$ cat config.mk
export PLATFORM = sky130hd
export DESIGN_NAME = riot_timer_io
export DESIGN_NICKNAME = d
export VERILOG_FILES = /design/src/rtl/riot_timer_io.sv
export SDC_FILE = /design/constraint.sdc
export NUM_CORES = 1
export LEC_CHECK = 0
export BUFFER_PORTS_ARGS = -buffer_cell sky130_fd_sc_hd__buf_2
export CELL_PAD_IN_SITES_DETAIL_PLACEMENT = 1
export CELL_PAD_IN_SITES_GLOBAL_PLACEMENT = 2
export CORE_MARGIN = 10
export CORE_UTILIZATION = 36
export DETAILED_ROUTE_END_ITERATION = 12
export PLACE_DENSITY = 0.86
export SETUP_SLACK_MARGIN = 0.2
export SYNTH_ARGS = -nofsm -noshare
export SYNTH_HDL_FRONTEND = slang
export SYNTH_SLANG_ARGS = --single-unit
$ cat constraint.sdc
create_clock -name CLK -period 3.7 [get_ports CLK]
set_input_delay 0.74 -clock CLK [delete_from_list [all_inputs] [get_ports CLK]]
set_output_delay 0.74 -clock CLK [all_outputs]
set_load 0.02 [all_outputs]
$ cat src/rtl/riot_timer_io.sv
// RIOT-style interval timer and 8-bit I/O port on the MPU data bus.
// Port A with direction register, prescaled countdown timer, IRQ.
module riot_timer_io #(
  parameter logic [7:0] TIMER_RESET  = 8'h00,
  parameter logic       IRQ_RESET_EN = 1'b0
) (
  input  logic       CLK,
  input  logic       RES_N,
  input  logic       CS,
  input  logic       R_W,
  input  logic [4:0] A,
  input  logic [7:0] WD,
  output logic [7:0] RD,
  input  logic [7:0] PA_IN,
  output logic [7:0] PA_OUT,
  output logic [7:0] PA_OE,
  output logic       IRQ_N
);

  typedef enum logic {
    NORMAL,
    FAST
  } tstate_t;

  logic [7:0] ora;
  logic [7:0] ddra;
  logic [7:0] intim;
  logic [1:0] div_sel;
  logic [9:0] pcnt;
  logic       flag;
  logic       irq_en;
  tstate_t    state;

  logic wr;
  logic rd_acc;
  logic load;
  logic intim_rd;
  logic tick;
  logic unf;

  function automatic logic [9:0] div_m1(input logic [1:0] s);
    logic [9:0] r;
    r = 10'd0;
    unique case (s)
      2'd0: r = 10'd0;
      2'd1: r = 10'd7;
      2'd2: r = 10'd63;
      2'd3: r = 10'd1023;
    endcase
    return r;
  endfunction

  assign wr       = CS & ~R_W;
  assign rd_acc   = CS & R_W;
  assign load     = wr & A[4] & A[2];
  assign intim_rd = rd_acc & A[2] & ~A[0];
  assign tick     = (pcnt == 10'd0);
  assign unf      = tick & (intim == 8'h00);

  assign PA_OUT = ora;
  assign PA_OE  = ddra;
  assign IRQ_N  = ~(flag & irq_en);

  // Port A output and direction registers.
  always_ff @(posedge CLK or negedge RES_N) begin
    if (!RES_N) begin
      ora  <= 8'h00;
      ddra <= 8'h00;
    end else if (wr) begin
      if (A == 5'h00) ora  <= WD;
      if (A == 5'h01) ddra <= WD;
    end
  end

  // Timer: load, prescaled countdown, underflow into fast mode.
  always_ff @(posedge CLK or negedge RES_N) begin
    if (!RES_N) begin
      intim   <= TIMER_RESET;
      div_sel <= 2'd3;
      pcnt    <= 10'd1023;
      flag    <= 1'b0;
      irq_en  <= IRQ_RESET_EN;
      state   <= NORMAL;
    end else if (load) begin
      intim   <= WD;
      div_sel <= A[1:0];
      irq_en  <= A[3];
      pcnt    <= div_m1(A[1:0]);
      flag    <= 1'b0;
      state   <= NORMAL;
    end else begin
      if (tick) intim <= intim - 8'd1;
      if (unf) begin
        flag  <= 1'b1;
        state <= FAST;
        pcnt  <= 10'd0;
      end else if (intim_rd && state == FAST) begin
        flag  <= 1'b0;
        state <= NORMAL;
        pcnt  <= div_m1(div_sel);
      end else begin
        if (intim_rd) flag <= 1'b0;
        if (state == FAST) pcnt <= 10'd0;
        else if (tick) pcnt <= div_m1(div_sel);
        else pcnt <= pcnt - 10'd1;
      end
    end
  end

  // Read mux; independent of CS.
  always_comb begin
    RD = 8'h00;
    unique case (1'b1)
      (A == 5'h00):  RD = (PA_IN & ~ddra) | (ora & ddra);
      (A == 5'h01):  RD = ddra;
      (A[2] & ~A[0]): RD = intim;
      (A[2] & A[0]): RD = {flag, 7'b0};
      default:       RD = 8'h00;
    endcase
  end

endmodule
-- After elaboration in Yosys (flattened, before gate mapping)
Cells that the tools add are included.
- bits in registers: 39
- reduce and logical (&&, ||, !) cells: 11
- $add $sub $neg: 2
- bitwise logic cells: 17
- multiplexer cells: 17
- equality and inequality tests: 7
- operator list (kind ; number):
    one-hot mux 10 bit (4 select lines) ; 2
    two-way mux 10 bit ; 5
    one-hot mux 8 bit (4 select lines) ; 1
    AND 8 bit ; 2
    two-way mux 8 bit ; 2
    AND 1 bit ; 10
    zero test 10 bit ; 1
    subtractor 10 x 1 -> 10 bit, second input constant ; 1
    == test 2 bit, second input constant ; 4
    zero test 8 bit ; 1
    NOT 8 bit ; 1
    OR 8 bit ; 1
    subtractor 8 x 1 -> 8 bit, second input constant ; 1
    two-way mux 1 bit ; 7
    == test 5 x 1 -> 1 bit, second input constant ; 1
    zero test 5 bit ; 1
    == test 2 x 1 -> 1 bit, second input constant ; 2
    zero test 2 bit ; 2
    AND reduction 2 bit ; 2
    nonzero test 4 bit ; 1
    NOT 1 bit ; 3
    nonzero test 3 bit ; 1
    nonzero test 2 bit ; 1
    logical AND 1 bit ; 1

-- Logic depth before layout (Yosys ltp)
- depth after elaboration: 7
- mapped depth: 7
- mapped depth without buffers: 6

-- Worst setup path before layout
Ideal clock, no wire load.
- path kind: input-to-output
- start point: input A[1]
- end point: output RD[7]
- arrival time: 1918 ps
- data required time: 2960 ps
- stages on the path: 3
- path slack: 1042 ps
- path through: or4_1 buf_6 o21ai_0
- word-level cells in the longest chain between the ends: 2
- elaborated cells on any way between the ends: 3
- those cells by class: eq/ne (1); mux (1); reduce/logical (1)
- ends and longest elaborated chain (element ; RTL line ; text):
    start: declaration ; 11 ; input logic [4:0] A,
    == test 5 x 1 -> 1 bit / zero test 5 bit (equally long branches) ; 115, 114 ;
    one-hot mux 8 bit (4 select lines) * ; 113 ; unique case (1'b1)
    end: declaration ; 13 ; output logic [7:0] RD,
Every way passes the cells marked *; elsewhere a longest branch is shown, timed or not.

-- Final worst setup path
- start point: input A[2]
- end point: output RD[7]
- word-level cells in the longest chain between the ends: 2
- elaborated cells on any way between the ends: 5
- those cells by class: eq/ne (1); mux (1); bitwise (2); reduce/logical (1)
- ends and longest elaborated chain (element ; RTL line ; text):
    == test 5 x 1 -> 1 bit, or another cell as far along ; 115 ; (A == 5'h01): RD = ddra;
    one-hot mux 8 bit (4 select lines) * ; 113 ;
Marks and branches as above.

==> results.ini <==
[routing]
drt_iter0_drc=69
wl_per_cell_microns=18.9
drt-total-wl_microns=6920
first_pass_iters=4
drc=0
via_per_inst=5.72
num_vias=2093
ant_nets=0

[timing]
fin_skew_ps=8.17
setup-violations-final=0
period_share_pct=78.4
tightestPinTransition_ps=886
period_needed_ps=2900
slew_viol_final=0
tns_ps=0
fmax_mhz=345
rsz0062_at_grt=no
max_slew_margin_pct=41.0
hold_viol=0

[power_and_ir_drop]
powerDensity_nw_per_um2=645
p_leak_nw=1.22
power.switching_mw=0.680
pwr-share-comb_pct=36.9
seqPwrFrac_pct=41.8
p_int_mw=1.09
p_clk_share_pct=21.3
finalPower_mw=1.77
switching_share_pct=38.5
vdd_drop_max_uv=235

[floorplan]
coreArea_sq_um=6280
start_util_pct=36.7
die_height_microns=100
pin_count=50
placementRows=29
fp.dieW_microns=100
die_area_sq_um=10000

[synthesis]
synthFlopType=dfrtp_1
synth_nets=266
syn_inst=239
synthDistinctLibCells=48
yosysSeqAreaShare_pct=43.0
netlist_area_sq_um=2300
synth_top_cell_area_share_pct=29.3
ys_ff_latch=39
synth_edf_count=0
synthTopCellsByArea=dfrtp_1 (29%), dfstp_2 (14%), mux2_2 (8.8%), o21ai_0 (4.3%), nand2_1 (4.1%)
ys_warn_count=0
yosysTopAreaCell=dfrtp_1
synthArstFlopShare_pct=100
syn_avg_cell_area_sq_um=9.64

[global_route]
grt_max_degree=40
antenna_found_initial=0
overflow=0
grt.total_usage_pct=14.1
grt_pass1_vias=2243
grt_pass1_wl_microns=11600

[critical_path]
rrSetupSlack_ps=1470
crit_fanout=13
crit_family=simple AND/OR/NAND/NOR gates
startpoint_type=input pin
critPathKind=in -> out
critPathSlowestCell=or4_1
slowest_delay_ps=780
cp_data_arrival_time_ps=2160
cpMostUsedCell=buf_2
endpoint_kind=output pin
cp_num_buf_inv=2
worstPathCellList=buf_2, or4_1, o21ai_0, buf_2
cp_data_required_time_ps=2960

[clock_network]
cts_tree=yes
htreeDepth=2
postCtsResizedCells=0
root_buffer=clkbuf_8
ctsHoldBuffers=0
clock_latency_ps=290
ctsLongestPathBuffers=2
cts-buffers-inserted=5
cts_setup_buffers=0
clkTransAtPathRegs_ps=70
cts_sinks=39

[flow_run]
maxCapViolations=0

[status]
status=completed

[layout]
nFillCells=733
drive_gt1_share_pct=32.9
final_util_pct=43.6
diodes=0
multi_input_area_sq_um=1220
seq_area_sq_um=991
area_growth_pct=18.8
nNetsFinal=315

[placed_design]
place_hpwl_microns=5040
port_buffers=49
finalWeightedCongestion=0.768

[worst_hold_path]
hold_class=reg -> reg

==> cells in the mapped netlist, types with 2 or more instances <==
| library cell | count |
|---|---|
| o211a_1 | 2 |
| or2_2 | 2 |
| nor3b_1 | 3 |
| ha_1 | 2 |
| o31ai_1 | 4 |
| and3_1 | 3 |
| nor4_1 | 2 |
| o22ai_1 | 7 |
| nand2_1 | 25 |
| or4_1 | 4 |
| nor2b_1 | 2 |
| nand4b_1 | 3 |
| dfrtp_1 | 27 |
| nand4_1 | 6 |
| a31oi_1 | 2 |
| a32oi_1 | 7 |
| xor2_1 | 6 |
| o211ai_1 | 3 |
| mux2_2 | 18 |
| a21oi_1 | 5 |
| clkbuf_1 | 7 |
| nand3_1 | 8 |
| inv_1 | 14 |
| nor3_1 | 6 |
| o311ai_0 | 2 |
| a211oi_1 | 5 |
| nor2_1 | 12 |
| dfstp_2 | 12 |
| o21ai_0 | 20 |
| and2_1 | 2 |
==> layer usage <==
| layer | track usage (%) | up-vias | wire (microns) |
|---|---|---|---|
| met5 | 0 | - | 0 |
| met4 | 4.46 | 0 | 78 |
| met3 | 2.75 | 8 | 209 |
| met2 | 23.8 | 45 | 3480 |
| met1 | 17.8 | 1036 | 3150 |
| li1 | - | 1004 | - |
==> power by group through the flow <==
| stage | clock network (mW) | logic (mW) | registers, mW |
|---|---|---|---|
| after floorplan | 0 | 0.445 | 0.729 |
| after global placement | 0 | 0.633 | 0.737 |
| after detailed placement | 0 | 0.654 | 0.745 |
| after CTS | 0.384 | 0.659 | 0.739 |
| after global routing | 0.407 | 0.735 | 0.769 |
| final | 0.376 | 0.651 | 0.738 |
==> tightest hold or removal path, cell delays in order, from the launching register on <==
cell and delay (ps):
dfrtp_1 360, nand2_1 50, nand2_1 50
==> layout make-up <==
cell class / count / area share [%]
clock buffer: 6 / 3.02
clock inverter: 2 / 1.28
tap: 77 / 3.52
multi-input combinational: 177 / 44.6
sequential: 39 / 36.2
timing repair buffer: 51 / 9.51
inverter: 14 / 1.92
==> logic make-up after synthesis <==
logic type      synth area share, %
simple gates                   21.6
compound gates                 18.4
flops                          43.0
buf+inv                        4.07
mux                            9.23
xor+xnor                       2.66
fa+ha+maj                      1.09
==> registers in the layout (all words and copies together), names as in the netlist <==
| name | flops |
|---|---|
| pcnt | 10 |
| PA_OE | 8 |
| PA_OUT | 8 |
| intim | 8 |
| div_sel | 2 |
| flag | 1 |
| irq_en | 1 |
| state | 1 |
==> placed cells by master (no fill, tap or decap), drive strengths merged, types with 2 or more instances in the layout <==
cell,count
buf,51
dfrtp,27
nand2,25
o21ai,20
mux2,18
inv,14
nor2,12
dfstp,12
nand3,8
a32oi,7
o22ai,7
nand4,6
nor3,6
xor2,6
clkbuf,6
a211oi,5
a21oi,5
or4,4
o31ai,4
nor4,4
nand4b,3
nor3b,3
and3,3
o211ai,3
and2,2
or2,2
o211a,2
a31oi,2
nor2b,2
o311ai,2
ha,2
==> through the flow <==
| stage | instances | setup WS, ps | hold slack, ps | area, sq um |
|---|---|---|---|---|
| floorplan | 239 | 1040 | 444 | 2300 |
| global placement | 358 | 797 | 463 | 2620 |
| detailed placement | 358 | 781 | 478 | 2620 |
| CTS | 366 | 788 | 491 | 2740 |
| global route | 366 | 761 | 509 | 2740 |
| finish | 366 | 801 | 494 | 2740 |
==> path summary, 6_finish.rpt <==
kind	startpoint	end	depth (start not counted)
worst max register to register	pcnt[0]$_DFF_PN1_	intim[5]$_DFFE_PN0P_	5
worst min-delay path	irq_en$_DFFE_PN0P_	irq_en$_DFFE_PN0P_	2
worst max-delay path	A[2]	RD[7]	4
min in group asynchronous	RES_N	intim[6]$_DFFE_PN0P_	1
max in group asynchronous	RES_N	intim[7]$_DFFE_PN0P_	1
worst min register to register	irq_en$_DFFE_PN0P_	irq_en$_DFFE_PN0P_	2
(Power assumes the default switching activity.)
